`config.mk`:
```
export PLATFORM = sky130hd
export DESIGN_NAME = seq_left_shifter
export DESIGN_NICKNAME = d
export VERILOG_FILES = /design/src/rtl/seq_left_shifter.sv
export SDC_FILE = /design/constraint.sdc
export NUM_CORES = 1
export LEC_CHECK = 0
export CAP_MARGIN = 20
export CORE_UTILIZATION = 51
export CTS_BUF_LIST = sky130_fd_sc_hd__clkbuf_2 sky130_fd_sc_hd__clkbuf_4 sky130_fd_sc_hd__clkbuf_8
export DETAILED_ROUTE_END_ITERATION = 8
export GPL_TIMING_DRIVEN = 0
export PLACE_DENSITY = 0.85
export REMOVE_ABC_BUFFERS = 1
export SLEW_MARGIN = 20
export SYNTH_ARGS = -nofsm -noshare
export SYNTH_HDL_FRONTEND = slang
export SYNTH_SLANG_ARGS = --single-unit
export TNS_END_PERCENT = 10
```
`constraint.sdc`:
```
create_clock -name clk -period 1.95 [get_ports clk]
set_input_delay 0.585 -clock clk [delete_from_list [all_inputs] [get_ports clk]]
set_output_delay 0.585 -clock clk [all_outputs]
set_load 0.01 [all_outputs]
```
`src/rtl/seq_left_shifter.sv`:
```
// ============================================================================
//  Module      : seq_left_shifter
//  Description : Multi-cycle left shifter (SLL / RLC through carry), one bit
//                position per clock under a start/busy/done handshake.
//  Revision    : 1.0 - initial release
// ============================================================================
`default_nettype none

module seq_left_shifter #(
    parameter int WORD = 16
) (
    input  logic                     clk,
    input  logic                     rst_n,
    input  logic                     start,
    input  logic [1:0]               operation,
    input  logic [3:0]               status_old,
    input  logic [$clog2(WORD)-1:0]  shift,
    input  logic [WORD-1:0]          in,
    output logic                     busy,
    output logic                     done,
    output logic [WORD-1:0]          out,
    output logic [3:0]               status_new
);

    localparam int         c_CNT_W = $clog2(WORD);
    localparam logic [1:0] c_IDLE  = 2'd0;
    localparam logic [1:0] c_SHIFT = 2'd1;
    localparam logic [1:0] c_DONE  = 2'd2;

    logic [1:0]         r_state;
    logic [c_CNT_W-1:0] r_count;
    logic [WORD-1:0]    r_acc;
    logic               r_carry;
    logic               r_v;
    logic               r_rlc;

    logic               w_do_step;
    logic               w_last;
    logic [WORD-1:0]    w_next_acc;
    logic               w_next_c;

    // A zero count still spends one SHIFT cycle (no step) so that SLL/RLC
    // latency is max(shift,1)+1 regardless of the count.
    always_comb begin
        w_do_step  = (r_count != '0);
        w_last     = (r_count == '0) || (r_count == c_CNT_W'(1));
        w_next_acc = r_acc;
        w_next_c   = r_carry;
        if (w_do_step) begin
            w_next_acc = {r_acc[WORD-2:0], (r_rlc ? r_carry : 1'b0)};
            w_next_c   = r_acc[WORD-1];
        end
    end

    always_ff @(posedge clk) begin
        if (!rst_n) begin
            r_state    <= c_IDLE;
            r_count    <= '0;
            r_acc      <= '0;
            r_carry    <= 1'b0;
            r_v        <= 1'b0;
            r_rlc      <= 1'b0;
            busy       <= 1'b0;
            done       <= 1'b0;
            out        <= '0;
            status_new <= '0;
        end else begin
            case (r_state)
                c_IDLE: begin
                    if (start) begin
                        busy    <= 1'b1;
                        r_acc   <= in;
                        r_carry <= status_old[0];
                        r_v     <= status_old[3];
                        r_rlc   <= operation[0];
                        r_count <= shift;
                        if (operation[1]) begin
                            r_state    <= c_DONE;
                            done       <= 1'b1;
                            out        <= in;
                            status_new <= status_old;
                        end else begin
                            r_state <= c_SHIFT;
                        end
                    end
                end
                c_SHIFT: begin
                    r_acc   <= w_next_acc;
                    r_carry <= w_next_c;
                    if (w_do_step) begin
                        r_count <= r_count - c_CNT_W'(1);
                    end
                    if (w_last) begin
                        r_state    <= c_DONE;
                        done       <= 1'b1;
                        out        <= w_next_acc;
                        status_new <= {r_v, w_next_acc[WORD-1], ~|w_next_acc, w_next_c};
                    end
                end
                c_DONE: begin
                    r_state <= c_IDLE;
                    done    <= 1'b0;
                    busy    <= 1'b0;
                end
                default: begin
                    r_state <= c_IDLE;
                    done    <= 1'b0;
                    busy    <= 1'b0;
                end
            endcase
        end
    end

endmodule

`default_nettype wire
```
Word-level counts from Yosys, hierarchy flattened
Index checks and enable logic that the tools add are counted.
{"block": "word_totals", "ff_bits": 47, "wordCells": 60, "input_bits": 29}
{"block": "op_classes", "n_bitwise": 1, "eq_ne": 6, "n_reduce_logical": 14, "addsub": 1, "muxes": 28}
{"operator": "$mux 16", "n": 5}
{"operator": "$pmux 16 s2", "n": 2}
{"operator": "$mux 4", "n": 5}
{"operator": "$pmux 4 s2", "n": 2}
{"operator": "$reduce_or 16->1", "n": 1}
{"operator": "$ne 2x2->1 const B", "n": 4}
{"operator": "$reduce_and 2->1", "n": 4}
{"operator": "$mux 1", "n": 7}
{"operator": "$mux 2", "n": 3}
{"operator": "$pmux 1 s2", "n": 3}
{"operator": "$reduce_and 3->1", "n": 2}
{"operator": "$eq 4x1->1 const B", "n": 1}
{"operator": "$logic_not 4->1", "n": 1}
{"operator": "$pmux 2 s2", "n": 1}
{"operator": "$reduce_and 4->1", "n": 1}
{"operator": "$reduce_bool 4->1", "n": 1}
{"operator": "$sub 4x1->4 const B", "n": 1}
{"operator": "$eq 2x1->1 const B", "n": 1}
{"operator": "$logic_not 2->1", "n": 1}
{"operator": "$reduce_bool 2->1", "n": 1}
{"operator": "$logic_not 1->1", "n": 1}
{"operator": "$logic_or 1x1->1", "n": 1}
{"operator": "$not 1->1", "n": 1}

Depth between registers and ports, before layout
Gate-level depths: netlist (run 1).
{"block": "depth", "depth_word": 6, "mapped_depth": 8}

Worst setup path before layout (run 1)
OpenSTA, ideal clock, no wires.
{"block": "synth_timing", "path_kind": "input-to-reg", "startpoint": "input port start", "endpoint": "register status_new[2]", "path_slack_ns": 0.133, "required_time_ns": 1.833, "arrival_time_ns": 1.700, "stages": 6, "n_path_buf": 3, "setup_ns": 0.117, "path_cell_list": "clkbuf_1 > a21oi_1 > o31a_1 > buf_6 > buf_6 > a22o_1"}
{"block": "synth_via", "elab_chain_cells": 2}
{"item": "start: declaration", "line_no": "14", "source": "input logic start,"}
{"item": "$ne 2x2->1 (no source line)"}
{"item": "$reduce_and 4->1 (no source line)"}
{"item": "end signal: assignment", "line_no": "81", "source": "status_new <= status_old;"}
{"item": "end signal: assignment", "line_no": "97", "source": "status_new <= {r_v, w_next_acc[WORD-1], ~|w_next_acc, w_next_c};"}
{"item": "end: declaration", "line_no": "22", "source": "output logic [3:0] status_new"}
Every way passes these cells.
A chain may end at the register's enable or synchronous reset.

Final worst setup path (run 1)
{"block": "layout_timing", "startpoint": "register r_count[0]", "endpoint": "register status_new[0]"}
{"block": "layout_via", "elab_chain_cells": 4, "elab_cells_between_ends": 9, "cone_classes": "2 x eq/ne; 3 x mux; 4 x reduce/logical"}
{"item": "start: declaration", "line_no": "31", "source": "logic [c_CNT_W-1:0] r_count;"}
{"item": "start signal: assignment", "line_no": "76", "source": "r_count <= shift;"}
{"item": "start signal: assignment", "line_no": "91", "source": "r_count <= r_count - c_CNT_W'(1);"}
{"item": "$eq 4x1->1, or another cell as far along", "line_no": "46", "source": "w_last = (r_count == '0) || (r_count == c_CNT_W'(1));"}
{"item": "$logic_or 1x1->1 or $mux 1 (tied branches)", "line_no": "46, 49"}
{"item": "$ne 2x2->1 (no source line) or $mux 4 (tied branches)"}
{"item": "$reduce_and 4->1 (no source line) or $pmux 4 s2 (tied branches)"}
Several ways; a longest one is shown, not always the timed one. The select of a mux whose other input is x is not followed.

==> results of run 1 <==
metrics by stage:
stage	hold slack (ns)	utilization
floorplan	0.4366	-
global placement	0.4464	0.6459
detailed placement	0.4562	0.6494
CTS	0.4728	0.6910
global route	0.4998	0.6938
finish	0.4743	0.6938
tightest hold or removal path, stage by stage, from the launching register on:
cell	delay [ns]
dfxtp_1	0.33
nand2_1	0.05
a21oi_1	0.05
what timing repair did:
item / CTS / global route
resized for setup: 12 / 4
pin swaps: 0 / 1
endpoints found under the setup margin: 41 / 20
setup buffers: 2 / 0
synth_stat cells, types with 2 or more instances:
cell type / n
nor4_1: 3
nor3b_2: 2
a21oi_1: 40
nor2_1: 25
clkbuf_1: 6
dfxtp_1: 47
nand2b_1: 2
nand3_1: 4
a31oi_1: 2
buf_2: 6
or3_1: 3
o31a_1: 3
nand2_1: 27
inv_1: 6
nor3_1: 5
o2bb2ai_1: 2
buf_6: 3
o21a_1: 2
ha_1: 2
a22o_1: 33
final timing paths:
path / from / to / slack (ns) / cells after the start
min: r_rlc / r_rlc / 0.47 / 2
min reg2reg: r_rlc / r_rlc / 0.47 / 2
max: r_count[0] / status_new[0] / 0.1 / 7
max reg2reg: r_count[0] / status_new[0] / 0.1 / 7
kinds of logic after synthesis:
logic type	synth area share
flops	0.4450
buf+inv	0.05799
compound gates	0.3030
fa+ha+maj	0.01183
mux	0.004734
simple gates	0.1775
final cells by class:
cell class / instances / area, um2 / share of cell area
Clock buffer: 6 / 76.32 / 0.02750
Clock inverter: 1 / 30.03 / 0.01082
Inverter: 7 / 31.28 / 0.01127
Multi-Input combinational cell: 173 / 1095 / 0.3945
Sequential cell: 47 / 943.4 / 0.3399
Tap cell: 50 / 62.56 / 0.02254
Timing Repair Buffer: 53 / 536.8 / 0.1934
power groups by stage:
stage               Clock, W  Combinational [W]  Sequential [W]
global route        0.000752           0.000725         0.00117
floorplan                  0           0.000331         0.00117
global placement           0           0.000580         0.00116
CTS                 0.000715           0.000649         0.00115
detailed placement         0           0.000599         0.00117
finish              0.000710           0.000659         0.00115
layer usage:
layer | wire length, um | up-vias
met5 | 0 | -
met4 | 96 | 0
met3 | 211 | 11
met2 | 2633 | 67
met1 | 2317 | 944
li1 | - | 969
state kept, by name, indices dropped and copies added (netlist names):
signal      cells
busy            1
r_state         2
r_v             1
status_new      4
r_count         4
r_carry         1
r_rlc           1
done            1
out            16
r_acc          16
==> summary.md, run 1 <==
| Metric | Value |
|---|---|
| Status | `complete, no violations` |
| Final nets | `318` |
| Slew Viols, Final | `0` |
| Synth cell types | `40` |
| Number of flops mapped to enable cells by yosys | `0` |
| Crit-path leading delay family | `simple AND/OR/NAND/NOR gates` |
| CTS tree | `done` |
| Routed vias/inst | `5.908` |
| Initial drt markers | `158` |
| Die H | `66.39 um` |
| H-tree lvl count | `2` |
| Worst skew pair latency | `0.31 ns` |
| Max incr delay on CP | `0.45 ns` |
| Final Instance Area | `2775 um2` |
| Worst setup SP type | `flop` |
| Pre-Repair DR Iteration Count | `4` |
| Post-synthesis sequential area ratio | `0.4450` |
| Pleak | `1.073 nW` |
| M3 GR Usage | `0.04310` |
| Total gr overflow | `0` |
| Overall global routing resource usage | `0.2644` |
| Initial antenna violation count | `0` |
| Setup Skew | `0.009978 ns` |
| Final Non-Filler Cells | `337` |
| Final min period | `1.850 ns` |
| Die span in x | `66.39 um` |
| Die area | `4408 um2` |
| GR Util met2 | `0.4630` |
| Most common cell after layout, fill and taps aside | `clkdlybuf4s50_1` |
| Crit end category | `flop` |
| Most used DFF post-synth | `dfxtp_1` |
| FP Rows | `23` |
| Global-route wire length before repair | `8735 um` |
| Crit Path Max Fanout | `18` |
| CTS Buf Count | `5` |
| Final Cycle Share | `0.9488` |
| Top-Level Pins | `51` |
| DRC viols | `0` |
| Final Wtd Congestion | `0.8123` |
| Vias in the first global route | `1903` |
| Area of the core | `4000 um2` |
| Fmax | `540.5 MHz` |
| Synthesized cell area | `2115 um2` |
| Post-Route WL | `5258 um` |
| Sw Pwr | `0.0007398 W` |
| Worst slew pin tran | `0.5116 ns` |
| Max clock buf depth | `2` |
| Yosys top cell area share | `0.4450` |
| RSZ-0062 raised after global routing | `no` |
| Fin. Hold Viols | `0` |
| Placed inst area | `2597 um2` |
| DRT antenna net count | `0` |
| Placed cells | `328` |
| M1 GR Usage | `0.3177` |
| # hold bufs at CTS | `0` |
| Data arrival, critical path | `2.09 ns` |
| Port-buffer cells | `50` |
| Dpl hpwl | `3442 um` |
| Final Power | `0.002523 W` |
| Setup violators final | `0` |
| Rel. slew slack | `0.6589` |
| Starting density of the core | `0.5286` |
| Total vias in the final route | `1991` |
| Clock power share | `0.281` |
| Power Density | `909.1 nW/um2` |
| Buf/Inv on CP | `2` |
| Yosys warnings | `0` |
| GR peak layer | `met2` |
| Average size of a mapped cell | `8.702 um2` |
| Comb pwr share | `0.261` |
| Mapped Cells | `243` |
| Seq pwr share | `0.458` |
| N_diodes | `0` |
| Req. time, crit path | `2.19 ns` |
| Highest-delay cell along the critical path | `or3_4` |
| Max_cap viols | `0` |
| Number of synthesized register bits | `47` |
| Async SR Flop Fraction | `0` |
| Worst slack at placement | `-0.6923 ns` |
| Synth area leader | `dfxtp_1` |
| Largest net degree at the start of global routing | `25` |
| Reg clk slew, reported paths | `0.09 ns` |
| Layout cells sized above 1 | `0.09408` |
| CP Cell Sequence | `inv_1, ha_2, nor2_1, o31a_1, or3_4, inv_6, a22o_1` |
| Layout area overhead | `31.24%` |
| CTS root buf | `clkbuf_8` |
| Switching Fraction | `0.2932` |
| Clk sinks | `47` |
| Fillers | `355` |
| Hold Path Class | `flop to flop` |
| Most frequent cells in the layout | `clkdlybuf4s50_1 (48), dfxtp_1 (45), a21oi_1 (40)` |
| VDD IR max | `0.0004454 V` |
| CP Class | `flop to flop` |
| Worst Setup Slack, final | `0.09980 ns` |
| Internal power | `0.001783 W` |
| Largest cells by area after synthesis | `dfxtp_1 (44%), a22o_1 (14%), a21oi_1 (9.5%), nand2_1 (4.8%), nor2_1 (4.4%)` |
| Final setup TNS | `0 ns` |
| Wire per inst | `15.60 um` |
Note: power is estimated with default switching activity, not from simulation.
==> run 2, diff against run 1 <==
Settings changed: GPL_TIMING_DRIVEN 0 to not set.
Clock period 1.95 ns to 2.1 ns, I/O delays scaled along.
==> run 2 against run 1 <==
Sequential share of layout area is 0.50 points lower. Utilization grew 0.84 points. Wire length shrank 1.1%. Critical endpoint is now out[12].
==> summary.md, run 2 (synthesized netlist as in run 1, its figures left out) <==
| Metric | Value |
|---|---|
| RSZ-0062 raised after global routing | `no` |
| Crit end category | `flop` |
| Hold Path Origin | `r_v` |
| Layout area overhead | `32.84%` |
| Switching Fraction | `0.2989 (+0.005657)` |
| CP Cell Sequence | `inv_1, ha_1, nor2_1, o31a_1, o31a_1, buf_12, a22o_1` |
| Worst slew pin tran | `0.4900 ns (-0.02161 ns)` |
| Final min period | `1.894 ns (+0.04357 ns)` |
| Rel. slew slack | `0.6729 (+0.01396)` |
| N_diodes | `0 (unchanged)` |
| Internal power | `0.001565 W (-12%)` |
| Req. time, crit path | `2.29 ns (+0.10 ns)` |
| Placed cells | `342 (+4.3%)` |
| Post-cts repair resize count | `0 (-12)` |
| DRC viols | `0 (unchanged)` |
| Comb pwr share | `0.277 (+0.016)` |
| Global-route wire length before repair | `8404 um (-3.8%)` |
| Final Non-Filler Cells | `349 (+3.6%)` |
| M3 GR Usage | `0.04828 (+0.005172)` |
| Dpl hpwl | `3635 um (+5.6%)` |
| Multi-input gate area | `1051 um2 (-4.0%)` |
| Routed vias/inst | `5.782 (-2.1%)` |
| Final Wtd Congestion | `0.8293 (+2.1%)` |
| Port-buffer cells | `50 (unchanged)` |
| Setup Skew | `0.008473 ns (-0.001505 ns)` |
| Slew Viols, Final | `0 (unchanged)` |
| Crit Path Max Fanout | `18 (unchanged)` |
| Reg area | `940.9 um2 (-0.27%)` |
| Worst R2R Start | `r_count[0]` |
| Clock power share | `0.244 (-0.037)` |
| CTS root buf | `clkbuf_8` |
| Most frequent CP cell | `o31a_1` |
| Status | `complete, no violations` |
| Hold_ws | `0.4706 ns (-0.003747 ns)` |
| Fillers | `339 (-4.5%)` |
| Seq pwr share | `0.479 (+0.021)` |
| GR peak layer | `met2` |
| Largest registers | `out: 16 flops, r_acc: 16 flops` |
| GR Util met2 | `0.4413 (-0.02168)` |
| Max clock buf depth | `2 (unchanged)` |
| Total gr overflow | `0 (unchanged)` |
| H-tree lvl count | `2 (unchanged)` |
| Worst Setup Slack, final | `0.2062 ns (+0.1064 ns)` |
| Final Cycle Share | `0.9018 (-0.04703)` |
| Vias in the first global route | `1838 (-3.4%)` |
| Die H | `66.39 um (unchanged)` |
| Initial antenna violation count | `0 (unchanged)` |
| Highest-delay cell along the critical path | `dfxtp_1` |
| Layout cells sized above 1 | `0.1003 (+0.006258)` |
| Sw Pwr | `0.0006673 W (-9.8%)` |
| Worst slack at placement | `0.01298 ns (+0.7053 ns)` |
| Clk sinks | `47 (unchanged)` |
| CP startpoint | `r_count[0]` |
| Starting density of the core | `0.5286 (unchanged)` |
| Fin. Hold Viols | `0 (unchanged)` |
| Largest net degree at the start of global routing | `22 (-12%)` |
| Initial drt markers | `176 (+11%)` |
| Final nets | `330 (+3.8%)` |
| FP Rows | `23 (unchanged)` |
| Setup violators final | `0 (unchanged)` |
| Data arrival, critical path | `2.08 ns (about the same)` |
| Fmax | `528.0 MHz (-2.3%)` |
| Power Density | `794.7 nW/um2 (-13%)` |
| VDD IR max | `0.0004642 V (+4.2%)` |
| Die span in x | `66.39 um (unchanged)` |
| M1 GR Usage | `0.3118 (-0.005858)` |
| Most common cell after layout, fill and taps aside | `clkdlybuf4s50_1` |
| Max_cap viols | `0 (unchanged)` |
| Worst setup SP type | `flop` |
| CP Class | `flop to flop` |
| Pre-Repair DR Iteration Count | `4 (unchanged)` |
| Worst skew pair latency | `0.30 ns (about the same)` |
| Area of the core | `4000 um2 (unchanged)` |
| CTS Buf Count | `5 (unchanged)` |
| Final Instance Area | `2809 um2 (+1.2%)` |
| CTS tree | `done` |
| Reg2Reg Setup Slack | `0.21 ns (+0.11 ns)` |
| Pleak | `1.112 nW (+3.6%)` |
| # hold bufs at CTS | `0 (unchanged)` |
| Placed inst area | `2721 um2 (+4.8%)` |
| Reg clk slew, reported paths | `0.08 ns (about the same)` |
| Post-Route WL | `5201 um (-1.1%)` |
| DRT antenna net count | `0 (unchanged)` |
| Top-Level Pins | `51 (unchanged)` |
| Total vias in the final route | `2018 (+1.4%)` |
| Overall global routing resource usage | `0.2531 (-0.01128)` |
| Die area | `4408 um2 (unchanged)` |
| Most frequent cells in the layout | `clkdlybuf4s50_1 (50), dfxtp_1 (47), a21oi_1 (40)` |
| Wire per inst | `14.90 um (-4.5%)` |
| Hold Path Class | `flop to flop` |
| Postcts setup bufs | `0 (-2)` |
| Max incr delay on CP | `0.35 ns (-0.10 ns)` |
[run 2: changes by cell type in the layout (fill, tap and decap cells not counted), sizes merged]
| cell | previous run | this run |
|---|---|---|
| buf | 3 | 15 |
| bufinv | 1 | 0 |
| clkdlybuf4s50 | 48 | 50 |
| clkinv | 0 | 1 |
| dlygate4sd2 | 2 | 0 |
[run 2: cell type report]
cell class | instances | area share
Sequential cell | 47 | 0.3350
Inverter | 7 | 0.01025
Clock inverter | 1 | 0.001782
Tap cell | 50 | 0.02227
Clock buffer | 6 | 0.02940
Multi-Input combinational cell | 173 | 0.3742
Timing Repair Buffer | 65 | 0.2272
[run 2: worst paths after layout]
| check | cells past startpoint | end |
|---|---|---|
| worst max-delay path | 7 | out[12] |
| worst min-delay path | 2 | r_v |
| worst max register to register | 7 | out[12] |
| worst min register to register | 2 | r_v |
[run 2: power by group through the flow]
| stage | registers [W] | clock network (W) | logic [W] |
|---|---|---|---|
| floorplan | 0.00109 | 0 | 0.000307 |
| global placement | 0.00108 | 0 | 0.000604 |
| detailed placement | 0.00109 | 0 | 0.000616 |
| CTS | 0.00107 | 0.000555 | 0.000619 |
| global route | 0.00108 | 0.000598 | 0.000678 |
| finish | 0.00107 | 0.000546 | 0.000618 |
[run 2: routing by layer]
layer | wire, um | vias up
met5 | 0 | -
met1 | 2183 | 936
met4 | 49 | 0
li1 | - | 995
met3 | 346 | 6
met2 | 2622 | 81
[run 2: metrics by stage]
step,power (W),TNS (ns),utilization
after detailed placement,0.001701,0,0.6803
after CTS,0.002241,0,0.7022
after floorplan,0.001396,-5.377,-
after global placement,0.001687,0,0.6803
after global routing,0.002357,0,0.7022
final,0.002232,0,0.7022
[run 2: worst max-delay path: cells and delay by family (launching register included)]
family | cells | cell delay, ns
AO/OA/AOI/OAI | 3 | 0.90
adder cells (fa/ha/maj) | 1 | 0.22
buffers and inverters | 2 | 0.24
flip-flops | 1 | 0.35
AND/OR/NAND/NOR | 1 | 0.07
==> run 3, diff against run 2 <==
Settings changed: GPL_TIMING_DRIVEN set to 0.
==> run 3 against run 2 <==
Design area shrank 1.4%. Non-clock buffer count shrank 13. Global-route usage grew 0.29 points. Sequential share of layout area grew 0.48 points. Sequential cell count is the same. Combinational power shrank 3%. Die area is the same. Fmax shrank 5.2%. Critical path depth shrank 1. First-iteration DRC count shrank 26%. Setup slack lost 0.10 ns. Highest routed layer unchanged.
==> summary.md, run 3 (synthesized netlist as in run 1, its figures left out) <==
| Metric | Value |
|---|---|
| VDD IR max | `0.0003509 V (-24%)` |
| Global-route wire length before repair | `8493 um (+1.1%)` |
| Setup Skew | `0.006455 ns (-0.002017 ns)` |
| N_diodes | `0 (unchanged)` |
| M1 GR Usage | `0.3124 (+0.0005274)` |
| Slew Viols, Final | `0 (unchanged)` |
| Final core utilization | `0.6922 (-0.01001)` |
| Layout cells sized above 1 | `0.08392 (-0.01642)` |
| DRT antenna net count | `0 (unchanged)` |
| Crit end category | `flop` |
| Die span in x | `66.39 um (unchanged)` |
| Setup violators final | `0 (unchanged)` |
| Initial drt markers | `130 (-26%)` |
| Total vias in the final route | `2015 (-0.15%)` |
| Post-Route WL | `5213 um (+0.23%)` |
| Pleak | `1.083 nW (-2.6%)` |
| Reg2Reg Setup Slack | `0.10 ns (-0.10 ns)` |
| Most common cell after layout, fill and taps aside | `clkdlybuf4s50_1` |
| Worst slew pin tran | `0.5518 ns (+0.06184 ns)` |
| Req. time, crit path | `2.28 ns (about the same)` |
| Largest net degree at the start of global routing | `25 (+14%)` |
| CP startpoint | `r_count[0]` |
| Fin. Hold Viols | `0 (unchanged)` |
| Worst setup SP type | `flop` |
| Overall global routing resource usage | `0.2560 (+0.002918)` |
| Worst R2R Path Depth | `6 (-1)` |
| Final nets | `317 (-3.9%)` |
| FF-to-FF End | `r_acc[0]` |
| Reg clk slew, reported paths | `0.09 ns (about the same)` |
| GR Util met2 | `0.4541 (+0.01276)` |
| Final Cycle Share | `0.9509 (+0.04908)` |
| Area of the core | `4000 um2 (unchanged)` |
| FP Rows | `23 (unchanged)` |
| CTS tree | `done` |
| Routed vias/inst | `5.997 (+3.7%)` |
| Die H | `66.39 um (unchanged)` |
| Total gr overflow | `0 (unchanged)` |
| Die area | `4408 um2 (unchanged)` |
| M3 GR Usage | `0.03966 (-0.008621)` |
| Data arrival, critical path | `2.18 ns (+0.10 ns)` |
| Worst skew pair latency | `0.30 ns (about the same)` |
| Port-buffer cells | `50 (unchanged)` |
| Worst Setup Slack, final | `0.1032 ns (-0.1031 ns)` |
| Layout area overhead | `30.95%` |
| RSZ-0062 raised after global routing | `yes` |
| Clk sinks | `47 (unchanged)` |
| Final min period | `1.997 ns (+0.1031 ns)` |
| Vias in the first global route | `1839 (+0.054%)` |
| Final Wtd Congestion | `0.8123 (-2.0%)` |
| Pre-Repair DR Iteration Count | `5 (+1)` |
| GR peak layer | `met2` |
| Rel. slew slack | `0.6316 (-0.04128)` |
| Starting density of the core | `0.5286 (unchanged)` |
| CTS root buf | `clkbuf_8` |
| Worst R2R Start | `r_count[0]` |
| WHS Path Cells | `2 (unchanged)` |
| Hold Path Origin | `r_rlc` |
| Crit Path Max Fanout | `17 (-1)` |
| H-tree lvl count | `2 (unchanged)` |
| Max clock buf depth | `2 (unchanged)` |
| Max_cap viols | `0 (unchanged)` |
| Min-Delay Endpoint | `r_rlc` |
| Largest registers | `out: 16 flops, r_acc: 16 flops` |
| Dpl hpwl | `3442 um (-5.3%)` |
| Initial antenna violation count | `0 (unchanged)` |
| CP Cell Sequence | `inv_1, ha_1, or3b_2, and3_4, o22ai_1, o31ai_1` |
| CTS Buf Count | `5 (unchanged)` |
| Fmax | `500.8 MHz (-5.2%)` |
| Max incr delay on CP | `0.65 ns (+0.30 ns)` |
| Most frequent cells in the layout | `clkdlybuf4s50_1 (48), dfxtp_1 (47), a21oi_1 (39)` |
| Hold Path Class | `flop to flop` |
| Worst slack at placement | `-0.5873 ns (-0.6003 ns)` |
| Top-Level Pins | `51 (unchanged)` |
| Power Density | `841.4 nW/um2 (+5.9%)` |
| Status | `complete, no violations` |
| CP Class | `flop to flop` |
| Wire per inst | `15.51 um (+4.1%)` |
| Highest-delay cell along the critical path | `or3b_2` |
| DRC viols | `0 (unchanged)` |
## run 3: layout make-up
cell class                 count  area [um2]
fill                         356        1231
multi-input combinational    173        1094
sequential                    47       940.9
timing repair buffer          52       536.8
clock buffer                   6       76.32
tap                           50       62.56
clock inverter                 1       30.03
inverter                       7       28.78
## run 3: where the power goes
| group | switching, W | internal, W |
|---|---|---|
| Sequential | 0.0000854 | 0.000985 |
| Clock | 0.000297 | 0.000362 |
| Combinational | 0.000302 | 0.000298 |
| Total | 0.000684 | 0.00165 |
## run 3: how the worst max path moves through the flow
stage	slack, ns	cells after the start	to
after floorplan	-0.30	4	out[10]
after global placement	-1.06	4	status_new[0]
after detailed placement	-0.59	4	r_acc[10]
after CTS	0.02	4	r_acc[1]
after global routing	-0.02	6	r_acc[0]
final	0.10	6	r_acc[0]
## run 3: timing repair
item,4_1_cts,5_1_grt
gates resized for setup,6,6
endpoints found under the setup margin,40,40
setup buffers,0,1
hold buffers,0,0
## run 3: worst max-delay path: cells and delay by family, from the launching register on
family	cells	cell delay, ns
AND/OR/NAND/NOR	2	0.91
adder cells (fa/ha/maj)	1	0.24
AO/OA/AOI/OAI	2	0.31
buffers and inverters	1	0.08
flip-flops	1	0.34
## run 3: routing by layer
metal  routed length, um  part of all wire
met1                2221              0.43
met2                2667              0.51
met3                 297             0.057
met4                  27            0.0052
met5                   0                 0
## run 3: through the flow
step	hold slack, ns	total power, W	instances	cell area [um2]	TNS (ns)
2_1_floorplan	0.4366	0.001396	227	2021	-5.377
3_3_place_gp	0.4464	0.001620	327	2584	-30.95
3_5_place_dp	0.4562	0.001641	328	2597	-19.00
4_1_cts	0.4728	0.002301	335	2725	0
5_1_grt	0.4832	0.002444	336	2769	-0.03318
6_report	0.4717	0.002330	336	2769	0
